==> config.mk <==
export PLATFORM = sky130hd
export DESIGN_NAME = io_irq_sched
export DESIGN_NICKNAME = d
export VERILOG_FILES = /design/src/rtl/io_irq_sched.sv
export SDC_FILE = /design/constraint.sdc
export NUM_CORES = 1
export LEC_CHECK = 0
export ABC_AREA = 0
export BUFFER_PORTS_ARGS = -buffer_cell sky130_fd_sc_hd__buf_2
export CORE_AREA = 2 2 91 93
export CTS_CLUSTER_DIAMETER = 100
export DETAILED_ROUTE_END_ITERATION = 7
export DIE_AREA = 0 0 93 95
export PLACE_DENSITY = 0.83
export REMOVE_ABC_BUFFERS = 1
export SKIP_CTS_REPAIR_TIMING = 1
export SYNTH_ARGS = -nofsm -noshare
export SYNTH_HDL_FRONTEND = slang
export SYNTH_SLANG_ARGS = --single-unit
==> constraint.sdc <==
create_clock -name AClkH -period 1.75 [get_ports AClkH]
set_clock_uncertainty 0.1 [all_clocks]
set_input_delay 0.0875 -clock AClkH [delete_from_list [all_inputs] [get_ports AClkH]]
set_output_delay 0.0875 -clock AClkH [all_outputs]
set_load 0.02 [all_outputs]
==> src/rtl/io_irq_sched.sv <==
// io_irq_sched: IRQ scheduler between the peripheral enable masks and the core.
// Rising edges of the masked IRQ lines are latched into a pending register.
// One winner is presented to the core with a req/ack/eoi handshake.
// Register window (word access only):
//   base+0 PEND : read pending, write-1-clear
//   base+2 STAT : read {state[9:8], vec[CVecLen-1:0]}, write-1-set pending
// Build option: define IRQ_SCHED_RR_EN for round-robin arbitration.
// Without it, the lowest set index wins.
//
// state | meaning
// ------+-------------------------------------------------------------
// IDLE  | waiting for any pending bit; latches the winner into vec
// REQ   | AIrqReq=1, waiting for AIrqAck; ack clears pending[vec]
// SERV  | core is servicing vec; waiting for AIrqEoi

module io_irq_sched #(
    parameter logic [15:0] CAddrBase = 16'h0000,
    parameter int          CIrqCnt   = 16,
    parameter int          CVecLen   = 4
) (
    input  logic               AClkH,
    input  logic               AResetHN,
    input  logic               AClkHEn,
    input  logic [15:0]        AIoAddr,
    output logic [63:0]        AIoMiso,
    input  logic [63:0]        AIoMosi,
    input  logic [3:0]         AIoWrSize,
    input  logic [3:0]         AIoRdSize,
    output logic               AIoAddrAck,
    output logic               AIoAddrErr,
    input  logic [CIrqCnt-1:0] AIrqI,
    output logic               AIrqReq,
    output logic [CVecLen-1:0] AIrqVec,
    input  logic               AIrqAck,
    input  logic               AIrqEoi
);

    localparam logic [1:0] st_idle = 2'd0;
    localparam logic [1:0] st_req  = 2'd1;
    localparam logic [1:0] st_serv = 2'd2;

    // Size strobe is one-hot {qword, dword, word, byte}; only word is legal here.
    localparam logic [3:0] size_word = 4'b0010;

    logic [CIrqCnt-1:0] pend;
    logic [CIrqCnt-1:0] prev;
    logic [CIrqCnt-1:0] pend_nxt;
    logic [CIrqCnt-1:0] set_hw;
    logic [CIrqCnt-1:0] w1c;
    logic [CIrqCnt-1:0] sw_set;
    logic [CIrqCnt-1:0] ack_clr;
    logic [1:0]         state;
    logic [CVecLen-1:0] vec;
    logic [CVecLen-1:0] win;
    logic               found;

    logic               sel_pend;
    logic               sel_stat;
    logic               sel;
    logic               any_size;
    logic               legal;
    logic               wr_ok;
    logic               rd_ok;
    logic [63:0]        pend_word;
    logic [63:0]        stat_word;

`ifdef IRQ_SCHED_RR_EN
    logic [CVecLen-1:0] ptr;
`endif

    // Upper write-data bits beyond the IRQ count carry no register bits.
    logic unused_mosi;
    assign unused_mosi = ^AIoMosi;

    // Address decode and access legality.
    always_comb begin
        sel_pend   = (AIoAddr == CAddrBase);
        sel_stat   = (AIoAddr == (CAddrBase + 16'd2));
        sel        = sel_pend | sel_stat;
        any_size   = |{AIoWrSize, AIoRdSize};
        legal      = any_size &&
                     ((AIoWrSize == 4'b0000) || (AIoWrSize == size_word)) &&
                     ((AIoRdSize == 4'b0000) || (AIoRdSize == size_word));
        AIoAddrAck = sel & legal;
        AIoAddrErr = sel & any_size & ~legal;
        wr_ok      = sel & legal & (AIoWrSize == size_word);
        rd_ok      = sel & legal & (AIoRdSize == size_word);
    end

    // Read mux; unselected or illegal accesses read zero.
    always_comb begin
        pend_word                = '0;
        pend_word[CIrqCnt-1:0]   = pend;
        stat_word                = '0;
        stat_word[9:8]           = state;
        stat_word[CVecLen-1:0]   = vec;
        AIoMiso                  = '0;
        if (rd_ok) begin
            AIoMiso = sel_pend ? pend_word : stat_word;
        end
    end

    // Pending next-state: sets beat software clears, the ack clear beats everything.
    always_comb begin
        set_hw  = AIrqI & ~prev;
        w1c     = (wr_ok && sel_pend) ? AIoMosi[CIrqCnt-1:0] : '0;
        sw_set  = (wr_ok && sel_stat) ? AIoMosi[CIrqCnt-1:0] : '0;
        ack_clr = '0;
        for (int i = 0; i < CIrqCnt; i++) begin
            ack_clr[i] = (state == st_req) && AIrqAck && (vec == i[CVecLen-1:0]);
        end
        pend_nxt = ((pend & ~w1c) | set_hw | sw_set) & ~ack_clr;
    end

    // Winner selection over the current pending register.
`ifdef IRQ_SCHED_RR_EN
    always_comb begin
        int best_d;
        int d;
        found  = 1'b0;
        win    = '0;
        best_d = CIrqCnt;
        d      = 0;
        for (int j = 0; j < CIrqCnt; j++) begin
            // Distance from the slot after the last-served pointer, modulo CIrqCnt.
            d = j - int'(ptr) - 1;
            if (d < 0) begin
                d = d + CIrqCnt;
            end
            if (pend[j] && (d < best_d)) begin
                best_d = d;
                found  = 1'b1;
                win    = j[CVecLen-1:0];
            end
        end
    end
`else
    always_comb begin
        found = 1'b0;
        win   = '0;
        for (int j = 0; j < CIrqCnt; j++) begin
            if (pend[j] && !found) begin
                found = 1'b1;
                win   = j[CVecLen-1:0];
            end
        end
    end
`endif

    // Pending and edge-sample registers.
    always_ff @(posedge AClkH or negedge AResetHN) begin
        if (!AResetHN) begin
            pend <= '0;
            prev <= '0;
        end else if (AClkHEn) begin
            pend <= pend_nxt;
            prev <= AIrqI;
        end
    end

    // Handshake FSM; the winner stays fixed from IDLE until the next IDLE.
    always_ff @(posedge AClkH or negedge AResetHN) begin
        if (!AResetHN) begin
            state <= st_idle;
            vec   <= '0;
`ifdef IRQ_SCHED_RR_EN
            ptr   <= '0;
`endif
        end else if (AClkHEn) begin
            case (state)
                st_idle: begin
                    if (found) begin
                        vec   <= win;
                        state <= st_req;
                    end
                end
                st_req: begin
                    if (AIrqAck) begin
                        state <= st_serv;
`ifdef IRQ_SCHED_RR_EN
                        ptr   <= vec;
`endif
                    end
                end
                st_serv: begin
                    if (AIrqEoi) begin
                        state <= st_idle;
                    end
                end
                default: state <= st_idle;
            endcase
        end
    end

    assign AIrqReq = (state == st_req);
    assign AIrqVec = vec;

endmodule

==> flow_summary.toml <==
[outcome]
status = "finished, violations left"
violations = "setup timing"

[final_layout]
final_nets = 547
n_fill_cell = 726
antenna_cells = 0
area_growth_pct = 30.8
drive_gt1_share_pct = 43.5

[drt]
drt_iter0_drc = 213
routed_via_density = 5.20
drcViolationCount = 0
drt_pass1_iterations = 4
routed_wl_um = 8680
wl_per_cell_um = 16.0
vias = 2827
ant_nets = 0

[synth]
netlist_area_sq_um = 3080
yosys_warnings = 0
netlist-cell-type-count = 51
yosysSeqAreaShare_pct = 30.8
avgSynthCellArea_sq_um = 9.79
ys_seq_elements = 38
postSynthCellCount = 315

[sta]
hold_viol_final = 0
setup_ws_ns = -0.130
min_period_ns = 1.88
fmax_ghz = 0.532
slew_viol_final = 0
tns_ns = -0.850
setup_violations = 13
period_share_pct = 107
rsz0062_at_grt = "true"

[clock_network]
numClockSinks = 38
h-tree-depth = 2
cts-root-buf = "clkbuf_8"
path_clk_slew_ns = 0.08
cts_tree = "yes"
clock_latency_ns = 0.30
numCtsBuffers = 5
cts_buffer_depth = 2

[die]
core_area_sq_um = 7930
start_util_pct = 38.9
die-area_sq_um = 8840
rows = 33
ioPinCount = 180
die_w_um = 93
die-height_um = 95

[setup_path]
cp.required_ns = 1.56
r2r-start = "state[0]"
crit_chain = "buf_6 -> or4_4 -> nor3_4 -> nand3_4 -> buf_12 -> nor3_2 -> buf_4"
cp_max_fo = 6
crit_path_end_kind = "output port"
crit_start = "AIoRdSize[2]"
slowest_stage = "or4_4"
path_delay_family = "simple AND/OR/NAND/NOR gates"
cpPeakStageDelay_ns = 0.53
crit_type = "input pin to output port"
cp_data_arrival_time_ns = 1.69
start_kind = "input pin"
cp_num_buf_inv = 3

[placed_design]
dp_hpwl_um = 6340
io_buffers = 83
place_congestion = 0.838

[grt]
grtUsageMet3_pct = 3.51
overflow = 0
antenna_found_initial = 0
grtUsageMet1_pct = 21.3
grt_pass1_vias = 2655
top_usage_layer = "met2"
grt_usage_pct = 17.9
grt_pass1_wl_um = 12400
met2_usage_pct = 31.2
grt_start_max_net_pins = 40

[run]
maxCapViolCount = 0

[power]
ir_drop_mv = 0.352
power_mw = 3.05
powerDensity_nw_per_um2 = 756
p_leak_nw = 1.82

[min_path]
hold_class = "input pin to flop"
hold_path.startpoint = "AIoMosi[4]"
## cells in the mapped netlist, drive strengths merged
cell type,instances,area (sq um)
buf,56,457
dfrtp,38,951
a21oi,22,148
inv,20,75.1
nor2,20,75.1
nor3,20,116
a41oi,16,200
o221ai,15,188
clkbuf,12,96.3
mux2,12,135
nand2,12,45.0
or4bb,11,128
nor4,9,71.3
o21ai,9,48.8
mux2i,6,60.1
nand2b,4,25.0
nor2b,4,25.0
nand3,3,27.5
o2111ai,3,26.3
and3,2,12.5
nor3b,2,15.0
o211ai,2,15.0
o311ai,2,17.5
a21o,1,7.51
a22o,1,8.76
a31oi,1,6.26
and3b,1,8.76
and4,1,11.3
and4b,1,10.0
conb,1,3.75
nand4,1,6.26
o211a,1,10.0
o21a,1,7.51
o22a,1,8.76
o31ai,1,7.51
o32a,1,10.0
or2b,1,8.76
or4,1,11.3
## cell type report
class	instances	area, sq um	share of cell area [%]
Multi-Input combinational cell	237	1810	44.7
Timing Repair Buffer	136	980	24.3
Sequential cell	38	952	23.6
Tap cell	105	131	3.26
Clock buffer	7	86.3	2.14
Inverter	20	75.1	1.86
Clock inverter	1	5.00	0.124
## through the flow
step	util [%]	hold slack, ns	setup slack [ns]	cells	cell area [sq um]
after CTS	45.7	-0.338	-0.159	519	3630
after global routing	50.9	0.0180	-0.158	544	4040
final	50.9	0.00203	-0.130	544	4040
after floorplan	-	-0.308	-0.576	294	2710
after detailed placement	44.6	-0.0240	-0.172	511	3530
after global placement	44.6	-0.0332	-0.134	511	3530
## registers in the layout, indices dropped and copies added, names as in the netlist
name,flops
AIrqVec,4
state,2
prev,16
pend,16
## layout by cell type, fill, tap and decap left out, types with 7 or more instances in the layout
master,Yosys,routed
inv_1,20,20
a21oi_2,10,10
dlygate4sd3_1,0,18
o21ai_0,8,8
dfrtp_1,38,37
nand2_1,12,10
a21oi_1,12,12
mux2_2,12,12
nor3_1,18,10
o221ai_2,9,9
buf_4,51,36
buf_2,0,70
buf_6,3,7
a41oi_1,8,8
conb_1,1,48
or4bb_1,10,10
nor2_1,20,19
a41oi_2,8,8
## metal layers
layer	share of wire, %	routed length (um)
met3	6.1	531
met2	52	4540
met4	2.2	189
met1	39	3430
met5	0	0
## logic make-up after synthesis
group                  share of synthesized area (%)
AND/OR/NAND/NOR                                 19.4
buffers and inverters                           20.4
AO/OA/AOI/OAI                                   23.0
flip-flops                                      30.8
multiplexers                                    6.33
other                                          0.122
## where the power goes
group	internal, mW	leakage, nW	switching [mW]
sequential	1.00	0.401	0.149
clock	0.318	0.0482	0.324
combinational	0.527	1.37	0.726
total	1.85	1.82	1.20
## worst reg2reg max path, cell delays in order, from the launching register on
cell and delay, ns:
dfrtp_1 0.38, buf_4 0.15, and4b_1 0.26, nand2_2 0.10, nor3_1 0.06, or4bb_1 0.51
o221ai_2 0.08
## path summary, 6_finish.rpt
kind                               end  slack, ns  depth (start not counted)
min reg2reg                    prev[8]       0.40                          1
max reg2reg                    pend[5]       0.03                          6
min                            pend[4]      0.002                          3
max                        AIoMiso[12]      -0.13                          7
max in group asynchronous   AIrqVec[2]       0.89                          3
min in group asynchronous      pend[3]       0.17                          2
Power figures use the tool's default switching activity.
